## src/rtl/pattern_pkg.sv

```systemverilog
// Shared types and constants for the pattern pixel expander.
package pattern_pkg;

    typedef enum logic [1:0] {
        ST_IDLE  = 2'd0,
        ST_HDR   = 2'd1,
        ST_LOAD  = 2'd2,
        ST_SHIFT = 2'd3
    } state_t;

    // Header fields are 32 bits each, packed from the MSB of the word.
    localparam int HDR_FIELD_W = 32;
    localparam int HDR_H_PIX   = 0;
    localparam int HDR_V_PIX   = 1;
    localparam int HDR_TOTAL   = 2;
    localparam int HDR_PAT_NUM = 3;
    localparam int HDR_FILL    = 4;

    // bpp_sel encoding doubles as log2(bits per pixel).
    localparam logic [1:0] BPP_1 = 2'd0;
    localparam logic [1:0] BPP_2 = 2'd1;
    localparam logic [1:0] BPP_4 = 2'd2;
    localparam logic [1:0] BPP_8 = 2'd3;

    function automatic int ceil_log2(input int value);
        int r;
        r = 0;
        for (int i = 0; i < 31; i++) begin
            if ((1 << i) < value) r = i + 1;
        end
        return r;
    endfunction

endpackage

```

## src/rtl/pattern_pixel_unpack.sv

```systemverilog
// Picks one pixel out of a packed word (MSB first) and maps it to 8-bit gray.
module pattern_pixel_unpack
    import pattern_pkg::*;
#(
    parameter int DATA_W = 256,
    parameter int IDX_W  = 8
) (
    input  logic [DATA_W-1:0] word,
    input  logic [IDX_W-1:0]  pix_idx,
    input  logic [1:0]        bpp,
    input  logic              invert,
    output logic [7:0]        gray
);

    logic [IDX_W+2:0]  bit_ofs;
    logic [DATA_W+6:0] padded;
    logic [7:0]        top;
    logic [7:0]        level;

    // Pad below the LSB so an 8-bit window at the last 1bpp pixel stays in range,
    // then replicate the pixel value to fill the byte.
    always_comb begin
        bit_ofs = {3'b000, pix_idx} << bpp;
        padded  = {word, 7'b0};
        top     = padded[DATA_W + 6 - int'(bit_ofs) -: 8];
        case (bpp)
            BPP_1:   level = {8{top[7]}};
            BPP_2:   level = {4{top[7:6]}};
            BPP_4:   level = {2{top[7:4]}};
            default: level = top;
        endcase
        gray = invert ? ~level : level;
    end

endmodule

```

## src/rtl/pattern_pixel_expander.sv

```systemverilog
// Expands packed pattern words from a show-ahead FIFO into a gray pixel stream
// aligned to the incoming sync timing.
//
// state    | meaning
// ---------+-------------------------------------------------------------
// ST_IDLE  | waiting for a header word; consumes it when present
// ST_HDR   | header fields held, bpp sampled, counters primed
// ST_LOAD  | awaiting a body word; a word arriving with de emits pixel 0
// ST_SHIFT | emitting pixels from cur_word, reloading at word end
module pattern_pixel_expander
    import pattern_pkg::*;
#(
    parameter int          DATA_W    = 256,
    parameter int          CNT_W     = 24,
    parameter logic [23:0] UFLOW_RGB = 24'hFF0000
) (
    input  logic              pixel_clk,
    input  logic              pixel_rst_n,
    input  logic              pixel_de,
    input  logic              pixel_hs,
    input  logic              pixel_vs,
    input  logic [1:0]        bpp_sel,
    input  logic              invert,
    input  logic [DATA_W-1:0] in_data,
    input  logic              in_valid,
    output logic              in_ready,
    output logic              gen_de,
    output logic              gen_hs,
    output logic              gen_vs,
    output logic [7:0]        gen_r,
    output logic [7:0]        gen_g,
    output logic [7:0]        gen_b,
    output logic              busy,
    output logic              pat_done,
    output logic              underflow,
    input  logic              err_clr
);

    localparam int IDX_W     = ceil_log2(DATA_W);
    localparam int TOTAL_MSB = DATA_W - 1 - HDR_TOTAL * HDR_FIELD_W;
    localparam int PAT_MSB   = DATA_W - 1 - HDR_PAT_NUM * HDR_FIELD_W;
    localparam int FILL_MSB  = DATA_W - 1 - HDR_FILL * HDR_FIELD_W;

    state_t            state, state_nxt;
    logic [CNT_W-1:0]  total, pat_left, fill_last, pix_rem, fill_cnt, fill_hdr;
    logic [1:0]        bpp;
    logic [DATA_W-1:0] cur_word, word;
    logic [IDX_W-1:0]  pix_idx, ppw_last;
    logic [7:0]        gray;
    logic [23:0]       rgb;
    logic              have_word, emit, uflow_evt, fill_term, pat_end, word_end;
    logic              reload, hdr_empty, word_take;

    // In LOAD the arriving FIFO word is used directly so a pattern or word
    // boundary does not cost a pixel when data is available.
    always_comb begin
        fill_hdr  = CNT_W'(in_data[FILL_MSB -: HDR_FIELD_W]);
        ppw_last  = IDX_W'((DATA_W >> bpp) - 1);
        have_word = (state == ST_SHIFT) || (state == ST_LOAD && in_valid);
        word      = (state == ST_SHIFT) ? cur_word : in_data;
        emit      = have_word && pixel_de;
        uflow_evt = (state == ST_LOAD) && !in_valid && pixel_de;
        fill_term = (fill_cnt == fill_last);
        pat_end   = emit && fill_term && (pix_rem == CNT_W'(1));
        word_end  = emit && fill_term && ((pix_idx == ppw_last) || (pix_rem == CNT_W'(1)));
        reload    = word_end && !pat_end && (state == ST_SHIFT) && in_valid;
        hdr_empty = (pat_left == '0) || (total == '0);
    end

    pattern_pixel_unpack #(
        .DATA_W (DATA_W),
        .IDX_W  (IDX_W)
    ) u_unpack (
        .word    (word),
        .pix_idx (pix_idx),
        .bpp     (bpp),
        .invert  (invert),
        .gray    (gray)
    );

    // Next-state and FIFO read request.
    always_comb begin
        state_nxt = state;
        in_ready  = 1'b0;
        case (state)
            ST_IDLE: begin
                in_ready = in_valid;
                if (in_valid) state_nxt = ST_HDR;
            end
            ST_HDR: begin
                state_nxt = hdr_empty ? ST_IDLE : ST_LOAD;
            end
            ST_LOAD, ST_SHIFT: begin
                in_ready = (state == ST_LOAD) ? in_valid : reload;
                if (pat_end)
                    state_nxt = (pat_left == CNT_W'(1)) ? ST_IDLE : ST_LOAD;
                else if (word_end)
                    state_nxt = reload ? ST_SHIFT : ST_LOAD;
                else if (have_word)
                    state_nxt = ST_SHIFT;
            end
            default: state_nxt = ST_IDLE;
        endcase
    end

    assign word_take = in_ready && (state != ST_IDLE);
    assign busy      = (state != ST_IDLE);

    // State register.
    always_ff @(posedge pixel_clk or negedge pixel_rst_n) begin
        if (!pixel_rst_n) state <= ST_IDLE;
        else              state <= state_nxt;
    end

    // Header capture, word buffer and pixel/replica/pattern counters.
    always_ff @(posedge pixel_clk or negedge pixel_rst_n) begin
        if (!pixel_rst_n) begin
            total     <= '0;
            pat_left  <= '0;
            fill_last <= '0;
            bpp       <= '0;
            cur_word  <= '0;
            pix_idx   <= '0;
            fill_cnt  <= '0;
            pix_rem   <= '0;
        end else begin
            if (state == ST_IDLE && in_valid) begin
                total     <= CNT_W'(in_data[TOTAL_MSB -: HDR_FIELD_W]);
                pat_left  <= CNT_W'(in_data[PAT_MSB -: HDR_FIELD_W]);
                fill_last <= (fill_hdr == '0) ? '0 : fill_hdr - CNT_W'(1);
            end
            if (state == ST_HDR) begin
                bpp      <= bpp_sel;
                pix_rem  <= total;
                pix_idx  <= '0;
                fill_cnt <= '0;
            end
            if (word_take) cur_word <= in_data;
            if (emit) begin
                if (fill_term) begin
                    fill_cnt <= '0;
                    pix_idx  <= word_end ? '0 : pix_idx + 1'b1;
                    pix_rem  <= pat_end ? total : pix_rem - CNT_W'(1);
                end else begin
                    fill_cnt <= fill_cnt + CNT_W'(1);
                end
            end
            if (pat_end) pat_left <= pat_left - CNT_W'(1);
        end
    end

    // Registered pixel bus, completion pulse and sticky underflow flag.
    always_ff @(posedge pixel_clk or negedge pixel_rst_n) begin
        if (!pixel_rst_n) begin
            gen_de    <= 1'b0;
            gen_hs    <= 1'b1;
            gen_vs    <= 1'b1;
            rgb       <= '0;
            pat_done  <= 1'b0;
            underflow <= 1'b0;
        end else begin
            gen_de   <= pixel_de;
            gen_hs   <= pixel_hs;
            gen_vs   <= pixel_vs;
            rgb      <= emit ? {3{gray}} : (uflow_evt ? UFLOW_RGB : 24'h000000);
            pat_done <= pat_end || (state == ST_HDR && hdr_empty);
            if (err_clr)        underflow <= 1'b0;
            else if (uflow_evt) underflow <= 1'b1;
        end
    end

    assign gen_r = rgb[23:16];
    assign gen_g = rgb[15:8];
    assign gen_b = rgb[7:0];

endmodule

```

## config.mk

```make
export PLATFORM = sky130hd
export DESIGN_NAME = pattern_pixel_expander
export DESIGN_NICKNAME = d
export VERILOG_FILES = /design/src/rtl/pattern_pkg.sv /design/src/rtl/pattern_pixel_unpack.sv /design/src/rtl/pattern_pixel_expander.sv
export SDC_FILE = /design/constraint.sdc
export NUM_CORES = 2
export LEC_CHECK = 0
export CAP_MARGIN = 20
export CORE_ASPECT_RATIO = 0.7
export CORE_MARGIN = 3
export CORE_UTILIZATION = 35
export CTS_BUF_LIST = sky130_fd_sc_hd__clkbuf_4 sky130_fd_sc_hd__clkbuf_8 sky130_fd_sc_hd__clkbuf_16
export CTS_CLUSTER_DIAMETER = 150
export CTS_CLUSTER_SIZE = 14
export DETAILED_ROUTE_END_ITERATION = 10
export PLACE_DENSITY_LB_ADDON = 0.1
export SLEW_MARGIN = 20
export SYNTH_ARGS = -nofsm -noshare
export SYNTH_HDL_FRONTEND = slang
export SYNTH_SLANG_ARGS = --single-unit
```

## constraint.sdc

```tcl
create_clock -name pixel_clk -period 7 [get_ports pixel_clk]
set_input_delay 1.4 -clock pixel_clk [delete_from_list [all_inputs] [get_ports pixel_clk]]
set_output_delay 1.4 -clock pixel_clk [all_outputs]
set_load 0.01 [all_outputs]
```

==> results.txt <==
Detailed routing inserted a total of 30,100 vias. The data arrival time of the worst path was 6.67 ns. The via count of the first global-routing pass was 29,300; the net total in the final layout was 3,659. Clock root buffer master: sky130_fd_sc_hd__clkbuf_16. Setup violations remaining at the end of the flow were counted as 0. Counting both buffers and inverters, the worst setup path holds a total of 5.

For the effective utilization at floorplan, the log shows 35.6%. Summed over all failing endpoints, the final setup total negative slack is 0 ns. TritonCTS built the clock tree. The shortest period the worst path allows came out at 6.17 ns. Setup repair after global routing left no endpoint under its margin. Entering global routing, the biggest net connects 149 pins. After clock tree synthesis, the repair step resized 0 gates.

The setup slack on the worst flop-to-flop path is 0.83 ns. The leakage power of the design was 16.0 nW. For the pin with the worst max-slew slack, the measured transition is 1.13 ns.

The die footprint came out at 102,000 sq um. For this run, global-route usage on met2 was measured as 39.6%. Counting distinct cell types in the post-synthesis netlist gives 99.

The met3 usage is 5.27%. After global routing, the most crowded layer is met1. Of all nets on the critical path, the largest fanout is 54. The tools report the area of the core region as 96,800 sq um.

Clock skew on the completed layout was measured at 0.0207 ns. The run gives 95 as the standard-cell row count. The run finished with clean final reports. The logs give 0 for the sum of overflow across all layers after global routing and 6 for the number of antenna violations at the first check in global routing. The cell family contributing the most delay on the critical path is compound AO/OA/AOI/OAI gates. Total nets after synthesis: 3,517. The initial DRC count was 3,485. Clock-pin slew was measured on the worst setup and hold paths at 0.07 ns.

STA classifies the critical path startpoint as a flop. After detailed routing, the number of remaining DRC violations is 0. Counting every instance in the synthesized netlist gives 3,243. Counting flops with a built-in enable in the synthesized netlist gives 0. The pre-antenna-repair detailed-routing pass consisted of 8 iterations. Sequential elements use 29.7% of the synthesized area. STA classifies the critical path endpoint as a flop.

The biggest cell delay along the critical path is 0.96 ns, and the power consumption is 0.00851 W. The worst min-delay path category is flop to flop. The total of buffers placed on input and output ports came out at 296.

Derived from the worst setup path, the maximum achievable clock frequency is 162 MHz. The tools report the wire length of the first global-routing pass as 210,000 um. The start-to-end type of the worst setup path was flop to flop. For the worst-skew pair, the clock arrives at the later sink with an insertion delay of 0.59 ns. The die boundary width was 381 um; the post-synth design cell area was 34,500 sq um. The TritonCTS buffer count was 35; the H-tree depth was 2.

The logs give 3 for the buffer levels on the longest clock path and 0 for the final hold violation count. Synthesis inferred 409 register bits. The number of top-level pins was 297.

The run gives 42.4% as the met1 track demand over resource in global routing. Global routing consumed, over all layers together, 27.2% of the routing resources. The count of nets left with antenna violations once routing finished came out at 0. The final critical path takes up 88.1% of the cycle. For the number of setup buffers added after CTS, the log shows 0. The critical path goes through buf_4, clkinv_1, and2_1, ha_4, nor2b_1, a32oi_2, buf_4, nand2_8, buf_4, nor2_2, a2bb2oi_1, o221ai_1, a21oi_1, a2111oi_0, o41ai_1, buf_4, o221ai_1, nand2b_1, o211ai_1. The run gives 143,000 um as the final wirelength. The tools report the area of placed instances as 38,500 sq um. For this design, the slowest cell found on the critical path is sky130_fd_sc_hd__a2111oi_0. The layout cell share with drive strength beyond 1 was 23.5%; the async set or reset register ratio after synthesis was 100%.

The final number of max-transition violations was 0. After detailed routing, the number of vias per cell comes to 6.40. The required time of the critical path was 7.50 ns. The tool flagged a number of max-cap violations equal to 0. Detailed placement ended at an HPWL of 108,000 um.

The worst supply voltage drop on vdd was 0.137 mV. For this design, the CTS-stage hold fixing added 0 buffers. At the end of routability-driven placement, the weighted congestion stood at 0.988.

The number of sinks on the clock net was 409; the final standard cell area without fillers was 39,500 sq um. The count of synthesis-stage warnings from yosys is 0. The most used flip-flop cell after synthesis is sky130_fd_sc_hd__dfrtp_1.

In this design, the critical path's most frequently occurring cell is sky130_fd_sc_hd__buf_4. The mean cell area of the mapped netlist is 10.6 sq um, and the routed wire length per instance is 30.3 um. The synthesis-to-layout area growth is 14.6%, and the die boundary height is 269 um. In this run the power density over the cells is 215 nW/um^2.

The worst pin sits at a relative slew slack of 22.4%.
-- layout by cell type (no fill, tap or decap), drive strengths merged, types with 47 or more instances in the layout --
cell           count
buf              105
nand3             83
mux2             277
dfrtp            407
o21ai            155
a21oi            122
mux4             331
a31oi             47
nor2             143
nand2            469
mux2i            276
clkdlybuf4s50    295
-- path summary, 6_finish.rpt --
kind,startpoint,to,cells after the start
worst min-delay path,cur_word[167]$_DFFE_PN0P_,cur_word[167]$_DFFE_PN0P_,1
worst max register to register,bpp[1]$_DFFE_PN0P_,rgb[18]$_DFF_PN0_,19
min in group asynchronous,pixel_rst_n,fill_cnt[19]$_DFFE_PN0P_,1
worst min register to register,cur_word[167]$_DFFE_PN0P_,cur_word[167]$_DFFE_PN0P_,1
worst max-delay path,bpp[1]$_DFFE_PN0P_,rgb[18]$_DFF_PN0_,19
max in group asynchronous,pixel_rst_n,cur_word[34]$_DFFE_PN0P_,2
-- cell usage after synthesis, types with 8 or more instances --
cell | count | share of area (%)
sky130_fd_sc_hd__xnor2_1 | 35 | 0.89
sky130_fd_sc_hd__or4_1 | 8 | 0.17
sky130_fd_sc_hd__xor2_1 | 23 | 0.58
sky130_fd_sc_hd__a221oi_1 | 12 | 0.30
sky130_fd_sc_hd__o21ai_0 | 147 | 2.1
sky130_fd_sc_hd__nand4_1 | 23 | 0.42
sky130_fd_sc_hd__buf_4 | 47 | 1.0
sky130_fd_sc_hd__o211ai_1 | 32 | 0.70
sky130_fd_sc_hd__a211oi_1 | 46 | 1.0
sky130_fd_sc_hd__o41ai_1 | 8 | 0.20
sky130_fd_sc_hd__a2111oi_0 | 13 | 0.33
sky130_fd_sc_hd__o221ai_1 | 17 | 0.43
sky130_fd_sc_hd__a211o_1 | 13 | 0.33
sky130_fd_sc_hd__or3_1 | 18 | 0.33
sky130_fd_sc_hd__nand2b_1 | 13 | 0.24
sky130_fd_sc_hd__o21ai_1 | 8 | 0.12
sky130_fd_sc_hd__ha_1 | 8 | 0.29
sky130_fd_sc_hd__a21oi_1 | 120 | 1.7
sky130_fd_sc_hd__a32o_1 | 12 | 0.35
sky130_fd_sc_hd__a41o_1 | 8 | 0.23
sky130_fd_sc_hd__mux2i_1 | 276 | 8.0
sky130_fd_sc_hd__a22oi_1 | 9 | 0.20
sky130_fd_sc_hd__a22o_1 | 11 | 0.28
sky130_fd_sc_hd__inv_1 | 38 | 0.41
sky130_fd_sc_hd__and3_1 | 43 | 0.78
sky130_fd_sc_hd__o22ai_1 | 14 | 0.25
sky130_fd_sc_hd__buf_1 | 24 | 0.26
sky130_fd_sc_hd__nor3_1 | 46 | 0.67
sky130_fd_sc_hd__o31ai_1 | 10 | 0.22
sky130_fd_sc_hd__a31oi_1 | 47 | 0.85
sky130_fd_sc_hd__and2_1 | 15 | 0.27
sky130_fd_sc_hd__nor2_1 | 139 | 1.5
sky130_fd_sc_hd__clkbuf_1 | 117 | 1.3
sky130_fd_sc_hd__nor4_1 | 25 | 0.45
sky130_fd_sc_hd__o2111ai_1 | 10 | 0.25
sky130_fd_sc_hd__dfrtp_1 | 407 | 30
sky130_fd_sc_hd__nand2_1 | 467 | 5.1
sky130_fd_sc_hd__buf_6 | 23 | 0.75
sky130_fd_sc_hd__a32oi_1 | 18 | 0.46
sky130_fd_sc_hd__nand3_1 | 82 | 1.2
sky130_fd_sc_hd__mux4_2 | 324 | 21
sky130_fd_sc_hd__a311oi_1 | 9 | 0.23
sky130_fd_sc_hd__buf_2 | 77 | 1.1
sky130_fd_sc_hd__mux2_2 | 275 | 9.0
-- state kept, by name (all words and copies together), names as in the netlist, 2 cells and up --
signal and flops:
fill_last 24, fill_cnt 24, bpp 2, total 24, pix_idx 8, state 2, rgb 16, pat_left 24
cur_word 256, pix_rem 24
-- layout make-up --
class / instances / area [sq um]
Timing Repair Buffer: 400 / 3940
Tap cell: 1309 / 1640
Multi-Input combinational cell: 2498 / 22500
Fill cell: 9406 / 57300
Antenna cell: 4 / 10.0
Inverter: 41 / 171
Clock buffer: 43 / 953
Sequential cell: 409 / 10200
Clock inverter: 3 / 41.3
-- report_power, final --
part           switching, W  internal (W)  total, W
clock network      0.000989      0.000964   0.00195
registers          0.000224       0.00259   0.00282
logic               0.00227       0.00147   0.00374
total               0.00348       0.00503   0.00851
-- stage by stage --
stage / hold WS [ns] / worst slack [ns] / cells / utilization (%)
after global routing: 0.519 / 0.606 / 4704 / 40.8
final: 0.508 / 0.834 / 4707 / 40.8
after floorplan: 0.460 / 1.97 / 3243 / -
after global placement: 0.478 / 0.873 / 4657 / 39.8
after detailed placement: 0.493 / 0.787 / 4657 / 39.8
after CTS: 0.508 / 0.767 / 4703 / 40.8
-- routing by layer --
layer  routed length (um)  vias up
met4                 1760        2
met1                67500    15800
met2                61200     1389
li1                     -    12900
met3                12000      123
met5                   35        -
-- kinds of logic after synthesis --
family,after synthesis,synth area share [%]
adder cells (fa/ha/maj),9,0.319
flip-flops,409,29.7
AO/OA/AOI/OAI,637,12.6
XOR/XNOR,59,1.55
AND/OR/NAND/NOR,909,11.8
multiplexers,884,38.8
buffers and inverters,336,5.25
(Power assumes the default switching activity.)
